## config.mk

```make
export PLATFORM = sky130hd
export DESIGN_NAME = sram_1rw1r_bmask
export DESIGN_NICKNAME = d
export VERILOG_FILES = /design/src/rtl/sram_pkg.sv /design/src/rtl/sram_out_pipe.sv /design/src/rtl/sram_1rw1r_bmask.sv
export SDC_FILE = /design/constraint.sdc
export NUM_CORES = 2
export LEC_CHECK = 0
export BUFFER_PORTS_ARGS = -buffer_cell sky130_fd_sc_hd__buf_4
export CORE_MARGIN = 10
export CORE_UTILIZATION = 40
export DETAILED_ROUTE_END_ITERATION = 10
export PLACE_DENSITY_LB_ADDON = 0.15
export SYNTH_ARGS = -nofsm -noshare
export SYNTH_HDL_FRONTEND = slang
export SYNTH_HIERARCHICAL = 1
export SYNTH_SLANG_ARGS = --single-unit
```

## constraint.sdc

```tcl
create_clock -name clk0 -period 5.1 [get_ports clk0]
set_input_delay 0.51 -clock clk0 [delete_from_list [all_inputs] [get_ports clk0]]
set_output_delay 0.51 -clock clk0 [all_outputs]
set_load 0.02 [all_outputs]
```

## src/rtl/sram_pkg.sv

```systemverilog
// sram_pkg: shared types and helpers for the sram_1rw1r_bmask macro model.
//   ST_INIT / ST_READY : zero-fill sequencer states
//   num_wmasks()       : number of byte-enable bits for a given word width
package sram_pkg;

    typedef enum logic {
        ST_INIT,
        ST_READY
    } sram_state_e;

    localparam int BYTE_W = 8;

    function automatic int num_wmasks(input int data_width);
        return data_width / BYTE_W;
    endfunction

endpackage

```

## src/rtl/sram_out_pipe.sv

```systemverilog
// sram_out_pipe: DEPTH-stage delay line for a read port's {valid, data}.
//   clk_i   : clock, rising edge
//   rst_ni  : asynchronous active-low clear of all stages
//   valid_i : read-data valid from the array stage
//   data_i  : read data from the array stage
//   valid_o : delayed valid strobe
//   data_o  : delayed data; holds the last valid word between reads
module sram_out_pipe #(
    parameter int WIDTH = 32,
    parameter int DEPTH = 0
) (
    input  logic             clk_i,
    input  logic             rst_ni,
    input  logic             valid_i,
    input  logic [WIDTH-1:0] data_i,
    output logic             valid_o,
    output logic [WIDTH-1:0] data_o
);

    if (DEPTH == 0) begin : g_bypass
        logic unused_clk_rst;
        assign unused_clk_rst = clk_i ^ rst_ni;
        assign valid_o = valid_i;
        assign data_o  = data_i;
    end else begin : g_stages
        logic [DEPTH-1:0] valid_q;
        logic [WIDTH-1:0] data_q [DEPTH];
        // Data only advances alongside a valid bit, so every stage (and the
        // output) keeps the most recent read word while the pipe is idle.
        always_ff @(posedge clk_i or negedge rst_ni) begin
            if (!rst_ni) begin
                valid_q <= '0;
                for (int i = 0; i < DEPTH; i++) data_q[i] <= '0;
            end else begin
                valid_q[0] <= valid_i;
                if (valid_i) data_q[0] <= data_i;
                for (int i = 1; i < DEPTH; i++) begin
                    valid_q[i] <= valid_q[i-1];
                    if (valid_q[i-1]) data_q[i] <= data_q[i-1];
                end
            end
        end
        assign valid_o = valid_q[DEPTH-1];
        assign data_o  = data_q[DEPTH-1];
    end

endmodule

```

## src/rtl/sram_1rw1r_bmask.sv

```systemverilog
// sram_1rw1r_bmask: one read/write port with byte mask plus one read-only
// port over a shared array, registered inputs, optional output pipeline and
// optional post-reset zero-fill.
//   clk0   : clock, rising edge
//   rstb0  : asynchronous active-low reset
//   csb0   : port 0 chip select (active low)
//   web0   : port 0 write enable (active low)
//   wmask0 : port 0 byte enables (active high)
//   addr0  : port 0 address
//   din0   : port 0 write data
//   dout0  : port 0 read data
//   dvld0  : port 0 read-data valid strobe
//   csb1   : port 1 chip select (active low, read only)
//   addr1  : port 1 address
//   dout1  : port 1 read data
//   dvld1  : port 1 read-data valid strobe
//   busy   : zero-fill in progress; requests are dropped
module sram_1rw1r_bmask
    import sram_pkg::*;
#(
    parameter int DATA_WIDTH = 32,
    parameter int ADDR_WIDTH = 7,
    parameter int RAM_DEPTH  = 1 << ADDR_WIDTH,
    parameter int NUM_WMASKS = num_wmasks(DATA_WIDTH),
    parameter int OUT_REGS   = 0,
    parameter bit INIT_ZERO  = 1'b1
) (
    input  logic                  clk0,
    input  logic                  rstb0,
    input  logic                  csb0,
    input  logic                  web0,
    input  logic [NUM_WMASKS-1:0] wmask0,
    input  logic [ADDR_WIDTH-1:0] addr0,
    input  logic [DATA_WIDTH-1:0] din0,
    output logic [DATA_WIDTH-1:0] dout0,
    output logic                  dvld0,
    input  logic                  csb1,
    input  logic [ADDR_WIDTH-1:0] addr1,
    output logic [DATA_WIDTH-1:0] dout1,
    output logic                  dvld1,
    output logic                  busy
);

    localparam logic [ADDR_WIDTH-1:0] LAST_ADDR = ADDR_WIDTH'(RAM_DEPTH - 1);

    sram_state_e           state_q;
    logic [ADDR_WIDTH-1:0] init_addr_q;
    logic                  csb0_q, web0_q, csb1_q;
    logic [NUM_WMASKS-1:0] wmask0_q;
    logic [ADDR_WIDTH-1:0] addr0_q, addr1_q;
    logic [DATA_WIDTH-1:0] din0_q;
    logic                  v0_q, v1_q;
    logic [DATA_WIDTH-1:0] d0_q, d1_q, d0_d, d1_d;
    logic [DATA_WIDTH-1:0] mem [RAM_DEPTH];
    logic                  ready, rd0, wr0, rd1;

    assign ready = state_q == ST_READY;
    assign busy  = ~ready;
    assign rd0   = ~csb0_q & web0_q;
    assign wr0   = ~csb0_q & ~web0_q;
    assign rd1   = ~csb1_q;
    assign d0_d  = mem[addr0_q];
    assign d1_d  = mem[addr1_q];

    // Requests sampled while filling are turned into deselects at the input
    // register, so nothing sampled during INIT can act once READY is reached.
    always_ff @(posedge clk0 or negedge rstb0) begin
        if (!rstb0) begin
            state_q     <= INIT_ZERO ? ST_INIT : ST_READY;
            init_addr_q <= '0;
            csb0_q      <= 1'b1;
            web0_q      <= 1'b1;
            wmask0_q    <= '0;
            addr0_q     <= '0;
            din0_q      <= '0;
            csb1_q      <= 1'b1;
            addr1_q     <= '0;
            v0_q        <= 1'b0;
            v1_q        <= 1'b0;
            d0_q        <= '0;
            d1_q        <= '0;
        end else begin
            csb0_q   <= csb0 | ~ready;
            web0_q   <= web0;
            wmask0_q <= wmask0;
            addr0_q  <= addr0;
            din0_q   <= din0;
            csb1_q   <= csb1 | ~ready;
            addr1_q  <= addr1;
            v0_q     <= rd0;
            v1_q     <= rd1;
            if (rd0) d0_q <= d0_d;
            if (rd1) d1_q <= d1_d;
            if (!ready) begin
                init_addr_q <= init_addr_q + 1'b1;
                if (init_addr_q == LAST_ADDR) state_q <= ST_READY;
            end
        end
    end

    // Array writes use non-blocking updates on the same edge as the reads
    // above, which gives read-before-write on a same-address collision.
    always_ff @(posedge clk0) begin
        if (!ready) begin
            mem[init_addr_q] <= '0;
        end else if (wr0) begin
            for (int i = 0; i < NUM_WMASKS; i++)
                if (wmask0_q[i]) mem[addr0_q][8*i +: 8] <= din0_q[8*i +: 8];
        end
    end

    sram_out_pipe #(
        .WIDTH(DATA_WIDTH),
        .DEPTH(OUT_REGS)
    ) u_pipe0 (
        .clk_i  (clk0),
        .rst_ni (rstb0),
        .valid_i(v0_q),
        .data_i (d0_q),
        .valid_o(dvld0),
        .data_o (dout0)
    );

    sram_out_pipe #(
        .WIDTH(DATA_WIDTH),
        .DEPTH(OUT_REGS)
    ) u_pipe1 (
        .clk_i  (clk0),
        .rst_ni (rstb0),
        .valid_i(v1_q),
        .data_i (d1_q),
        .valid_o(dvld1),
        .data_o (dout1)
    );

endmodule
```

* After elaboration in Yosys (flattened, before gate mapping) *
Memories as Yosys holds them, arrays and structs flattened. A register that Yosys moved wholly into a read port is not among the register bits.
Index checks and enable logic that the tools add are counted.

storage, ports and cells
  register bits = 63
  bits in latches = 0
  RAM bits = 4,096
  ROM bits = 0
  input bits = 55
  output and inout bits = 67
  logic and storage cells = 48
  memories = 1

memories
  name  depth  bits a word  rd ports  clocked after memory_dff  write ports  RTL line                source
  mem   128    32           2         2                         1            sram_1rw1r_bmask.sv:54  logic [DATA_WIDTH-1:0] mem [RAM_DEPTH];

cells by class
  $add $sub $neg = 1
  $mul = 0
  div/mod/pow operators = 0
  magnitude comparators = 0
  equal/unequal tests = 1
  shift operators = 0
  mux-type cells = 22
  bitwise operators = 8
  reductions and logical operators = 4

operators with widths
  cell                                                            number
  32-bit 2-to-1 mux                                               1
  32-bit OR reduction                                             1
  1-bit 2-to-1 mux                                                19
  7-bit by 1-bit adder with 7-bit output (second input constant)  1
  7-bit equality test (second input constant)                     1
  7-bit 2-to-1 mux                                                1
  4-bit 2-to-1 mux                                                1
  1-bit inverter                                                  4
  1-bit logical NOT                                               3
  1-bit bitwise AND                                               2
  1-bit bitwise OR                                                2

* Depth between registers and ports, before layout *
  depth in word-level cells = 7
  depth in mapped cells = 12

* Cells and area by module *
Netlist, hierarchy kept.

modules (own cells, without submodules)
  module            instances  cells an instance  area each (um2)
  sram_1rw1r_bmask  1          11,693             198,285.2
  sram_out_pipe     2          33                 247.7

* Worst setup path after synthesis *
No wires, ideal clock.

  kind = register -> register
  start = reg csb0_q
  end = mem mem[0][10] (data pin)
  library setup time = 0.535 ns
  arrival time = 3.147 ns
  data required time = 4.565 ns
  path slack = 1.418 ns
  cell stages (with the launch flop) = 7
  buffers on the path = 3
  cell sequence = dfstp_2 > nor2_1 > and3_1 > clkbuf_1 > clkbuf_1 > clkbuf_1 > and2_1

between the ends
  cells in the longest elaborated chain, start to end = 7
  elaborated cells between the ends (all ways) = 16

ends and longest elaborated chain
  element                                   RTL line                 source
  start, declared                           sram_1rw1r_bmask.sv:48   logic csb0_q, web0_q, csb1_q;
  start signal, assigned                    sram_1rw1r_bmask.sv:83   csb0_q <= csb0 | ~ready;
  1-bit inverter (*)                        sram_1rw1r_bmask.sv:60   assign wr0 = ~csb0_q & ~web0_q;
  1-bit bitwise AND (*)                     sram_1rw1r_bmask.sv:60
  1-bit 2-to-1 mux                          sram_1rw1r_bmask.sv:106  end else if (wr0) begin
  1-bit 2-to-1 mux                          sram_1rw1r_bmask.sv:104  if (!ready) begin
  1-bit 2-to-1 mux (implied by the code)    sram_1rw1r_bmask.sv:108  if (wmask0_q[i]) mem[addr0_q][8*i +: 8] <= din0_q[8*i +: 8];
  32-bit OR reduction (no source line) (*)  --
  32-bit 2-to-1 mux (no source line) (*)    --
  end, declared                             sram_1rw1r_bmask.sv:54

Mark *: on every way between the ends. The rest lies on a longest branch, timed or not.

==> impl_metrics.py <==
metrics = {
    "die": {
        "placementRows": 258,
        "dieArea_sq_mm": 0.526,
        "core_area_sq_mm": 0.495,
        "die-height_um": 725,
        "pin_count": 122,
        "die_w_um": 725,
        "start_util_pct": 40.2,
    },
    "pwr": {
        "ir_drop_mv": 0.303,
        "p_leak_nw": 64.7,
        "combPwrFrac_pct": 5.5,
        "p_seq_share_pct": 49.4,
        "pwr-share-clk_pct": 45.1,
        "p_total_mw": 76.0,
        "switching_share_pct": 23.0,
        "power.density_mw_per_mm2": 337,
        "switchingPower_mw": 17.5,
        "intPower_mw": 58.5,
    },
    "drt": {
        "vias": 125000,
        "drt_iter0_markers": 17600,
        "ant_nets": 0,
        "first_pass_iters": 8,
        "wl_per_cell_um": 40.2,
        "viasPerCell": 6.55,
        "drc": 0,
        "wl_mm": 768,
    },
    "timing": {
        "fmax_ghz": 0.207,
        "fin_crit_ns": 4.83,
        "maxSlewHeadroom_pct": 0.216,
        "drv_slew": 0,
        "fin_skew_ns": 0.0475,
        "setup_viol": 0,
        "worst_slew_pin_slew_ns": 1.49,
        "final_hold_viol_count": 0,
        "tns_ns": 0,
        "rsz0062_at_grt": "no",
        "min_period_over_period_pct": 94.7,
    },
    "setup_path": {
        "critPathKind": "reg -> reg",
        "crit_family": "compound AO/OA/AOI/OAI gates",
        "cpPeakStageDelay_ns": 1.08,
        "r2r_end": "d1_q[26]",
        "r2r_slack_ns": 0.27,
        "r2r_start": "addr1_q[0]",
        "critPathBufInv": 2,
        "cp.arrival_ns": 5.74,
        "end_kind": "flop",
        "critPathSlowestCell": "o32ai_1",
        "path_max_fanout": 29,
        "critPathLaunchType": "flop",
        "required_ns": 6.01,
        "ff2ff_path_depth": 7,
        "crit_chain": "buf_4 > nand2b_1 > buf_4 > o22ai_1 > o32ai_1 > nand3_1 > o311ai_0",
        "worst-path-stages": 7,
        "timing.critical_path.mode_cell": "buf_4",
    },
    "cells_and_area": {
        "nFillCells": 42400,
        "stdcell_count": 19100,
        "fin_nets": 12100,
        "syn_to_final_growth_pct": 13.4,
        "utilization_pct": 45.6,
        "drive_above_1_share_pct": 24.3,
        "multiInputGateArea_sq_mm": 0.0675,
        "ff_latch_area_sq_mm": 0.126,
        "final_area_sq_mm": 0.225,
    },
    "clock_network": {
        "cts_tree": "built",
        "clkLatencyLatePin_ns": 1.07,
        "numCtsBuffers": 463,
        "path_clk_slew_ns": 0.06,
        "cts_buffer_depth": 4,
        "clkSinkCount": 4223,
        "htreeDepth": 5,
        "postCtsResizedCells": 0,
        "root_buffer": "clkbuf_16",
    },
    "job": {
        "cap_violations": 0,
    },
    "global_routing": {
        "gr-total-overflow": 0,
        "first_global_vias": 124000,
        "grt_max_degree": 129,
        "track_usage_pct": 28.1,
        "antenna_found_initial": 70,
        "grt_pass1_wl_mm": 1040,
    },
    "yosys": {
        "muxShareOfSynthArea_pct": 24.3,
        "synthCells": 11800,
        "ys_types": 68,
        "avgSynthCellArea_sq_um": 16.9,
        "yosysWarnings": 6,
        "synth_top_family_by_area": "multiplexers",
        "ys_async_sr_fraction_pct": 3.01,
        "netlist_area_sq_mm": 0.199,
        "synth_simple_gate_area_share_pct": 3.46,
        "ys_seq_area_share_pct": 63.5,
        "ys.flop_type": "edfxtp_1",
        "synth_adder_area_share_pct": 0.00629,
        "synth_xor_area_share_pct": 0.0264,
        "synth-edff-count": 4096,
        "synth-seq-cells": 4223,
        "syn_nets": 11800,
        "synth_compound_area_share_pct": 5.87,
    },
    "placement": {
        "dp.cells": 18100,
        "gp_congestion": 0.921,
        "io_buffers": 121,
        "dpl.hpwl_mm": 518,
        "postPlaceCellArea_sq_mm": 0.209,
    },
    "worst_hold_path": {
        "worstHoldPathType": "in -> async",
    },
    "run_status": {
        "outcome": "finished clean",
    },
}
## how the worst max path moves through the flow
stage / start / endpoint / slack, ns
after floorplan: csb0_q / mem[0][10] / 1.42
after global placement: csb0_q / mem[16][16] / 0.60
after detailed placement: addr1_q[0] / d1_q[28] / 0.61
after CTS: addr1_q[0] / d1_q[28] / 0.59
after global routing: addr1_q[2] / d1_q[26] / 0.41
final: addr1_q[0] / d1_q[26] / 0.27
## per-stage QoR
step / hold slack (ns) / setup slack (ns)
floorplan: 0.214 / 1.42
global placement: 0.506 / 0.597
detailed placement: 0.528 / 0.608
CTS: 0.00263 / 0.592
global route: 0.0550 / 0.407
finish: 0.0256 / 0.272
## layout by cell type (no fill, tap or decap), drive strengths merged, types with 18 or more instances in the layout
| cell | n |
|---|---|
| edfxtp | 4096 |
| nor3 | 200 |
| or4 | 20 |
| nor2b | 74 |
| o21ai | 159 |
| clkinv | 194 |
| a31oi | 84 |
| and2 | 60 |
| mux2i | 1786 |
| a21oi | 186 |
| a211o | 18 |
| a221oi | 21 |
| o2111ai | 19 |
| clkbuf | 602 |
| mux4 | 1283 |
| bufinv | 50 |
| inv | 29 |
| buf | 761 |
| nand3 | 35 |
| diode | 37 |
| nand2 | 451 |
| nand2b | 32 |
| nor2 | 658 |
| o221ai | 97 |
| a211oi | 161 |
| mux2 | 139 |
| a2111oi | 33 |
| o22ai | 522 |
| o311ai | 35 |
| o41ai | 21 |
| a22oi | 244 |
| o31ai | 58 |
| dfrtp | 124 |
| dlygate4sd3 | 55 |
## power by group through the flow
stage          Clock [mW]  Sequential (mW)  Combinational, mW
2_1_floorplan           0             38.2               2.33
3_3_place_gp            0             38.3               4.02
3_5_place_dp            0             38.3               4.03
4_1_cts              34.6             37.6               4.07
5_1_grt              36.0             37.6               4.21
6_report             34.3             37.6               4.16
## per-layer routing
metal / vias up / GRT usage [%] / share of wire [%]
met5: - / 0.701 / 0.094
met4: 26 / 13.1 / 5.6
met3: 1587 / 8.29 / 11
met2: 7761 / 42.5 / 44
met1: 66600 / 37.4 / 39
li1: 49200 / - / -
## timing repair
| item | 4_1_cts | 5_1_grt |
|---|---|---|
| hold buffers | 55 | 0 |
| endpoints found under the hold margin | 111 | 0 |
| setup buffers | 0 | 0 |
## final cells by class
| cell class | count | share of cell area [%] |
|---|---|---|
| Antenna cell | 37 | 0.0411 |
| Clock buffer | 602 | 5.53 |
| Clock inverter | 270 | 1.25 |
| Inverter | 17 | 0.0316 |
| Multi-Input combinational cell | 6503 | 29.9 |
| Sequential cell | 4223 | 56.0 |
| Tap cell | 6630 | 3.68 |
| Timing Repair Buffer | 816 | 3.52 |
## flip-flops by register name (all words and copies together), names as in the netlist
signal and count:
csb0_q 1, v1_q 1, wmask0_q 4, addr1_q 7, web0_q 1, addr0_q 7, d1_q 32, d0_q 32
din0_q 32, init_addr_q 7, v0_q 1, mem 4096, csb1_q 1, ready 1
## cells in the mapped netlist (60+ instances only)
library cell	instances	area share [%]
a211oi_1	161	0.61
a21oi_1	186	0.47
a22oi_1	244	0.92
a31oi_1	84	0.26
and2_1	60	0.19
buf_2	259	0.65
buf_4	206	0.78
buf_6	79	0.45
clkbuf_1	411	0.78
dfrtp_1	124	1.6
edfxtp_1	4096	62
mux2_2	139	0.79
mux2i_1	1786	9.0
mux4_2	1283	15
nand2_1	447	0.84
nor2_1	657	1.2
nor2b_1	74	0.23
nor3_1	200	0.50
o21ai_0	148	0.37
o221ai_1	97	0.43
o22ai_1	522	1.6
## worst reg2reg max path, cell delays in order (launching register included)
cell and delay [ns]:
dfrtp_4 0.83, buf_4 0.53, nand2b_1 0.90, buf_4 0.38
o22ai_1 0.20, o32ai_1 1.08, nand3_1 0.53, o311ai_0 0.26
## cells by family (layout without fill, tap and decap cells)
logic type,after synthesis,after routing
xor+xnor,6,6
flops,4223,4223
other cells,0,37
mux,3208,3208
compound gates,1711,1711
simple gates,1577,1577
buf+inv,1033,1705
fa+ha+maj,1,1
No activity file was read; power rests on OpenSTA's default activity.
